`config.mk`:
```
export PLATFORM = sky130hd
export DESIGN_NAME = quadrature_step_decoder_flat
export DESIGN_NICKNAME = d
export VERILOG_FILES = /design/src/rtl/quadrature_step_decoder_if.sv /design/src/rtl/quadrature_step_decoder.sv /design/src/flat_wrapper.sv
export SDC_FILE = /design/constraint.sdc
export NUM_CORES = 1
export LEC_CHECK = 0
export ABC_AREA = 0
export ABC_CLOCK_PERIOD_IN_PS = 2150
export BUFFER_PORTS_ARGS = -buffer_cell sky130_fd_sc_hd__buf_2
export CAP_MARGIN = 20
export CORE_UTILIZATION = 36
export CTS_CLUSTER_SIZE = 14
export DETAILED_ROUTE_END_ITERATION = 8
export PLACE_DENSITY = 0.57
export SLEW_MARGIN = 20
export SYNTH_ARGS = -nofsm -noshare
export SYNTH_HDL_FRONTEND = slang
export SYNTH_SLANG_ARGS = --single-unit
```
`constraint.sdc`:
```
create_clock -name clk -period 2.15 [get_ports clk]
set_input_delay 0.645 -clock clk [delete_from_list [all_inputs] [get_ports clk]]
set_output_delay 0.645 -clock clk [all_outputs]
set_load 0.1 [all_outputs]
```
`src/rtl/quadrature_step_decoder_if.sv`:
```
// Pin-side and decoded-side signals of the quadrature step decoder.
// The master drives the raw phases; the slave (decoder) drives the results.
interface quadrature_step_decoder_if;
   logic       a_in;
   logic       b_in;
   logic       step;
   logic       dir;
   logic       err;
   logic [1:0] ab_filt;

   modport master (
      output a_in, b_in,
      input  step, dir, err, ab_filt
   );

   modport slave (
      input  a_in, b_in,
      output step, dir, err, ab_filt
   );
endinterface

```
`src/rtl/quadrature_step_decoder.sv`:
```
// Synchronises and glitch-filters a 2-phase quadrature pair, then decodes
// it x4 into a one-cycle step pulse, a direction level and a double-change flag.
module quadrature_step_decoder #(
   parameter int FILT_LEN = 4
) (
   input  logic                          clk,
   input  logic                          rst,
   quadrature_step_decoder_if.slave      qd
);

   localparam int              CW      = $clog2(FILT_LEN) + 1;
   localparam logic [CW-1:0]   CNT_MAX = CW'(FILT_LEN - 1);

   typedef enum logic [1:0] {WAIT, LOAD, TRACK} state_t;

   state_t     state_q;
   logic       wait_q;
   logic [1:0] prev_q;
   logic       step_q;
   logic       err_q;
   logic       dir_q;

   logic [1:0] pins_w;
   logic [1:0] s2_w;
   logic [1:0] filt_w;

   logic       step_d;
   logic       err_d;
   logic       dir_d;
   logic [1:0] delta_d;

   // Bit 1 is phase A, bit 0 is phase B, matching the {A,B} ordering.
   assign pins_w = {qd.a_in, qd.b_in};

   genvar gi;
   generate
      for (gi = 0; gi < 2; gi++) begin : g_chan
         logic          s1_q;
         logic          s2_q;
         logic          filt_q;
         logic [CW-1:0] cnt_q;

         always_ff @(posedge clk or posedge rst) begin
            if (rst) begin
               s1_q   <= 1'b0;
               s2_q   <= 1'b0;
               filt_q <= 1'b0;
               cnt_q  <= '0;
            end else begin
               s1_q <= pins_w[gi];
               s2_q <= s1_q;
               if (state_q == LOAD) begin
                  filt_q <= s2_q;
                  cnt_q  <= '0;
               end else if (state_q == TRACK) begin
                  if (s2_q != filt_q) begin
                     if (cnt_q == CNT_MAX) begin
                        filt_q <= s2_q;
                        cnt_q  <= '0;
                     end else begin
                        cnt_q <= cnt_q + 1'b1;
                     end
                  end else begin
                     cnt_q <= '0;
                  end
               end
            end
         end

         assign s2_w[gi]   = s2_q;
         assign filt_w[gi] = filt_q;
      end
   endgenerate

   // Position along the up sequence 00 -> 10 -> 11 -> 01.
   function automatic logic [1:0] gray_pos(input logic [1:0] ab);
      case (ab)
         2'b00:   gray_pos = 2'd0;
         2'b10:   gray_pos = 2'd1;
         2'b11:   gray_pos = 2'd2;
         default: gray_pos = 2'd3;
      endcase
   endfunction

   // Delta +1 is one step up, -1 (3) one step down, 2 means both bits flipped.
   always_comb begin
      step_d  = 1'b0;
      err_d   = 1'b0;
      dir_d   = dir_q;
      delta_d = gray_pos(filt_w) - gray_pos(prev_q);
      if (state_q == TRACK) begin
         case (delta_d)
            2'd1: begin
               step_d = 1'b1;
               dir_d  = 1'b1;
            end
            2'd3: begin
               step_d = 1'b1;
               dir_d  = 1'b0;
            end
            2'd2:    err_d = 1'b1;
            default: ;
         endcase
      end
   end

   always_ff @(posedge clk or posedge rst) begin
      if (rst) begin
         state_q <= WAIT;
         wait_q  <= 1'b0;
         prev_q  <= 2'b00;
         step_q  <= 1'b0;
         err_q   <= 1'b0;
         dir_q   <= 1'b1;
      end else begin
         step_q <= step_d;
         err_q  <= err_d;
         dir_q  <= dir_d;
         case (state_q)
            WAIT: begin
               if (wait_q) begin
                  state_q <= LOAD;
               end
               wait_q <= 1'b1;
            end
            LOAD: begin
               // Seed from the pins so a non-zero idle level is not seen as motion.
               prev_q  <= s2_w;
               state_q <= TRACK;
            end
            TRACK: begin
               prev_q <= filt_w;
            end
            default: state_q <= WAIT;
         endcase
      end
   end

   assign qd.step    = step_q;
   assign qd.err     = err_q;
   assign qd.dir     = dir_q;
   assign qd.ab_filt = filt_w;

endmodule

```
`src/flat_wrapper.sv`:
```
// flat-port wrapper written by rule: the top's interface ports become plain ports
module quadrature_step_decoder_flat 
#(
   parameter int FILT_LEN = 4
)
  (clk, rst, qd_a_in, qd_b_in, qd_step, qd_dir, qd_err, qd_ab_filt);
  quadrature_step_decoder_if qd_i ();
  input  logic clk;
  input  logic rst;
  input wire logic [$bits(qd_i.a_in)-1:0] qd_a_in;
  input wire logic [$bits(qd_i.b_in)-1:0] qd_b_in;
  output wire logic [$bits(qd_i.step)-1:0] qd_step;
  output wire logic [$bits(qd_i.dir)-1:0] qd_dir;
  output wire logic [$bits(qd_i.err)-1:0] qd_err;
  output wire logic [$bits(qd_i.ab_filt)-1:0] qd_ab_filt;
  assign qd_i.a_in = qd_a_in;
  assign qd_i.b_in = qd_b_in;
  assign qd_step = qd_i.step;
  assign qd_dir = qd_i.dir;
  assign qd_err = qd_i.err;
  assign qd_ab_filt = qd_i.ab_filt;
  quadrature_step_decoder #(.FILT_LEN(FILT_LEN)) u_core (.clk(clk), .rst(rst), .qd(qd_i));
endmodule
```
After elaboration in Yosys (flattened, before gate mapping)
Cells that the tools add are included.
{"block": "totals", "romBits": 0, "ram_bits": 0, "latchBits": 0, "in_bits": 4, "mem_count": 0, "register_bits": 20}
{"block": "op_classes", "n_lt_le_gt_ge": 0, "add_sub_neg": 3, "eq_ne": 14, "shifts": 0, "reduce_logical": 14, "div_mod_pow": 0, "n_mul": 0, "n_bitwise": 1, "mux": 26}
{"op": "two-way mux 3 bit", "count": 8}
{"op": "case mux 2 bit (3 select lines)", "count": 3}
{"op": "== test 2 bit, second input constant", "count": 7}
{"op": "two-way mux 1 bit", "count": 12}
{"op": "nonzero test 2 bit", "count": 6}
{"op": "adder 3 x 1 -> 3 bit, second input constant", "count": 2}
{"op": "== test 3 x 2 -> 1 bit, second input constant", "count": 2}
{"op": "logical NOT 2 bit", "count": 3}
{"op": "AND reduction 3 bit", "count": 2}
{"op": "== test 2 x 1 -> 1 bit, second input constant", "count": 2}
{"op": "case mux 2 bit (2 select lines)", "count": 1}
{"op": "AND reduction 2 bit", "count": 2}
{"op": "two-way mux 2 bit", "count": 1}
{"op": "!= test 1 bit", "count": 2}
{"op": "!= test 2 x 1 -> 1 bit, second input constant", "count": 1}
{"op": "case mux 1 bit (2 select lines)", "count": 1}
{"op": "OR reduction 2 bit", "count": 1}
{"op": "subtractor 2 bit", "count": 1}
{"op": "NOT 1 bit", "count": 1}

Logic depth before layout (Yosys ltp)
{"block": "logic_depth", "depth_word": 7, "mapped_depth": 6, "mapped_depth_nobuf": 6}

Worst setup path before layout
Ideal clock, no wire load.
{"block": "synth_timing", "kind": "register -> register", "startpoint": "reg u_core.g_chan[1].filt_q", "endpoint": "reg u_core.dir_q (netlist: u_core.qd.dir)", "t_required_ns": 2.068, "arrival_time_ns": 1.508, "n_path_buf": 0, "path_slack_ns": 0.560, "path_stages_with_launch": 6, "path_cell_list": "dfrtp_1 -> inv_1 -> ha_1 -> ha_1 -> xnor3_1 -> mux2_4"}
{"block": "synth_via", "elab_chain_len": 6}
{"element": "start: declaration", "line": "quadrature_step_decoder.sv:40", "text": "logic filt_q;"}
{"element": "start signal: assignment", "line": "quadrature_step_decoder.sv:53", "text": "filt_q <= s2_q;"}
{"element": "start signal: assignment", "line": "quadrature_step_decoder.sv:58", "text": "filt_q <= s2_q;"}
{"element": "== test 2 bit or logical NOT 2 bit (tied branches)", "line": "quadrature_step_decoder.sv:77", "text": "case (ab)"}
{"element": "case mux 2 bit (3 select lines) (*)", "line": "quadrature_step_decoder.sv:77"}
{"element": "subtractor 2 bit (*)", "line": "quadrature_step_decoder.sv:90", "text": "delta_d = gray_pos(filt_w) - gray_pos(prev_q);"}
{"element": "== test 2 x 1 -> 1 bit or == test 2 bit (tied branches)", "line": "quadrature_step_decoder.sv:92", "text": "case (delta_d)"}
{"element": "nonzero test 2 bit (no line)"}
{"element": "AND reduction 2 bit (no line)"}
{"element": "end signal: assignment", "line": "quadrature_step_decoder.sv:118", "text": "dir_q <= dir_d;"}
{"element": "end: declaration", "line": "quadrature_step_decoder.sv:21", "text": "logic dir_q;"}
Every way passes the cells marked *; elsewhere a longest branch is shown, timed or not.
A chain may end at the register's enable or synchronous reset.

Final worst setup path
{"block": "layout_timing", "startpoint": "reg u_core.dir_q (netlist: u_core.qd.dir)", "endpoint": "out qd_dir"}
{"element": "end: declaration", "line": "flat_wrapper.sv:13", "text": "output wire logic [$bits(qd_i.dir)-1:0] qd_dir;"}
No word-level cell between the ends.

==> qor.yml <==
routing:
  drtPass1Iterations: 2
  viasPerCell: 4.792
  vias: 599
  drc_errors: 0
  drt_iter0_drc: 3
  ant_nets: 0
  totalWireLength_um: 1502
  drt-wirelength-per-cell_um: 12.02
floorplanning:
  rows: 18
  die_height_um: 54.93
  core_area_mm2: 0.002567
  ios: 9
  fp.dieW_um: 54.93
  start_util_pct: 39.28
  dieArea_mm2: 0.003017
critical_path:
  crit_cells: 1
  path_cells: "buf_2"
  path_buf_inv: 1
  crit_family: "flip-flops"
  arrival_ns: 1.25
  start_kind: "flop"
  slowest_delay_ns: 0.55
  r2r_cells: 5
  worstPathMaxFanout: 2
  slowest_stage: "dfstp_2"
  required_ns: 1.50
  path_class: "reg2out"
  regToRegSetupSlack_ns: 0.45
  cp-end-kind: "output pin"
cts:
  cts-buffers-inserted: 3
  clock-sinks: 20
  clk_latency_ns: 0.29
  path_clk_slew_ns: 0.10
  cts_resized: 0
  cts_max_path_buffers: 2
  post-cts-setup-buffers: 0
  root_buffer: "clkbuf_4"
  postCtsHoldBufs: 0
  h-tree-depth: 1
  cts_tree: "yes"
cells_and_area:
  utilization_pct: 43.13
  n_antenna_cell: 0
  fillers: 261
  drive_above_1_share_pct: 23.16
  area_growth_syn_to_layout_pct: 9.801
  nets: 112
placement:
  place_ws_ns: 0.4425
  place_congestion: 0.7013
  dpl.hpwl_um: 1192
  port_buffers: 8
global_routing:
  grt_pass1_wl_um: 2532
  grt_max_degree: 16
  grt_util_all_layers_pct: 12.25
  grt_antenna_before_repair: 0
  grt_pass1_vias: 599
  grt-ovfl-total: 0
sta:
  min_period_ns: 1.899
  period_share_pct: 88.33
  whs_ns: 0.2370
  fin_skew_ns: 0.003032
  finalSetupViolations: 0
  drv_slew: 0
  hold_viol: 0
  fin_ws_ns: 0.2509
  relSlewSlack_pct: 67.87
  fin_tns_setup_ns: 0
  rsz0062_at_grt: "false"
  max_freq_mhz: 526.6
  tightest_slew_ns: 0.4853
synth:
  synth_edf_count: 0
  ys_seq_elements: 20
  ys_seq_area_share_pct: 49.75
  synth_area_mm2: 0.001008
  yosysUniqueCellTypes: 28
  synth_cells: 84
  synthesis.nets: 100
  yosysWarningCount: 0
  syn_avg_cell_area_um2: 12.01
  ys.flop_type: "dfrtp_1"
  synth_async_sr_flop_share_pct: 100.0
status:
  status: "completed"
run:
  cap_violations: 0
worst_hold_path:
  hp-class: "in2async"
## final cells by class
cell class | count | area [um2] | area share [%]
Tap cell | 30 | 37.54 | 3.390
Sequential cell | 20 | 501.7 | 45.31
Clock buffer | 4 | 26.28 | 2.373
Timing Repair Buffer | 10 | 55.05 | 4.972
Inverter | 10 | 37.54 | 3.390
Multi-Input combinational cell | 51 | 449.2 | 40.57
## final timing paths
check,start,to
max in group asynchronous,rst,u_core.qd.dir$_DFFE_PP1P_
setup reg to reg,u_core.g_chan[1].filt_q$_DFFE_PP0P_,u_core.qd.dir$_DFFE_PP1P_
hold / removal,rst,u_core.g_chan[1].cnt_q[2]$_DFFE_PP0P_
hold reg to reg,u_core.g_chan[1].s1_q$_DFF_PP0_,u_core.g_chan[1].s2_q$_DFF_PP0_
setup / recovery,u_core.qd.dir$_DFFE_PP1P_,qd_dir
min in group clk,u_core.g_chan[1].s1_q$_DFF_PP0_,u_core.g_chan[1].s2_q$_DFF_PP0_
## cell usage in the layout (no fill, tap or decap), types with 2 or more instances in the layout
cell,netlist,layout
a21oi_1,3,3
buf_2,1,8
buf_4,2,2
clkbuf_4,0,3
dfrtp_1,19,19
ha_1,12,12
inv_1,10,10
mux2_2,5,5
mux2i_1,2,2
nand2_1,3,3
nor2_1,4,4
nor2b_1,3,3
o21ai_0,2,2
o32ai_1,2,2
xor2_1,2,2
## cells in the mapped netlist (all sizes together), types with 2 or more instances
library cell / count / area (um2)
a21oi: 3 / 15.01
xor2: 2 / 17.52
ha: 12 / 150.1
nand2: 3 / 11.26
o32ai: 2 / 17.52
o21ai: 2 / 10.01
mux2i: 2 / 20.02
mux2: 6 / 71.31
nor2b: 3 / 18.77
nor2: 5 / 26.27
buf: 3 / 20.01
inv: 10 / 37.54
dfrtp: 19 / 475.5
## logic make-up (layout without fill, tap and decap cells)
group | count (synthesis) | in the layout | synth area share, %
flip-flops | 20 | 20 | 49.75
AND/OR/NAND/NOR | 17 | 17 | 9.431
buffers and inverters | 13 | 24 | 5.707
adder cells (fa/ha/maj) | 12 | 12 | 14.89
AO/OA/AOI/OAI | 10 | 10 | 6.328
multiplexers | 8 | 8 | 9.056
XOR/XNOR | 4 | 4 | 4.839
## worst register-to-register path, cell delays in order (launching register included)
cell and delay, ns:
dfrtp_1 0.46, inv_1 0.07, ha_1 0.29, ha_1 0.20
xnor3_1 0.36, mux2_4 0.26
## registers in the layout (all words and copies together) (netlist names)
register              flops
u_core.qd.dir             1
u_core.g_chan.s2_q        2
u_core.qd.step            1
u_core.g_chan.s1_q        2
u_core.qd.err             1
u_core.wait_q             1
u_core.prev_q             2
u_core.state_q            2
u_core.g_chan.cnt_q       6
u_core.g_chan.filt_q      2
## per-stage QoR
step,instance area (um2),cells
finish,1107,125
global placement,1081,121
detailed placement,1081,121
global route,1107,125
CTS,1107,125
floorplan,1008,84
## per-layer routing
metal | vias up | GRT usage (%) | share of wire [%]
met5 | - | 0 | 0
li1 | 301 | - | -
met4 | 0 | 3.750 | 0.80
met2 | 6 | 19.88 | 48
met3 | 2 | 4.918 | 2.8
met1 | 290 | 14.82 | 49
Power is not shown: default switching activity piles up to over one toggle a cycle in this logic, so the estimate is an artifact.
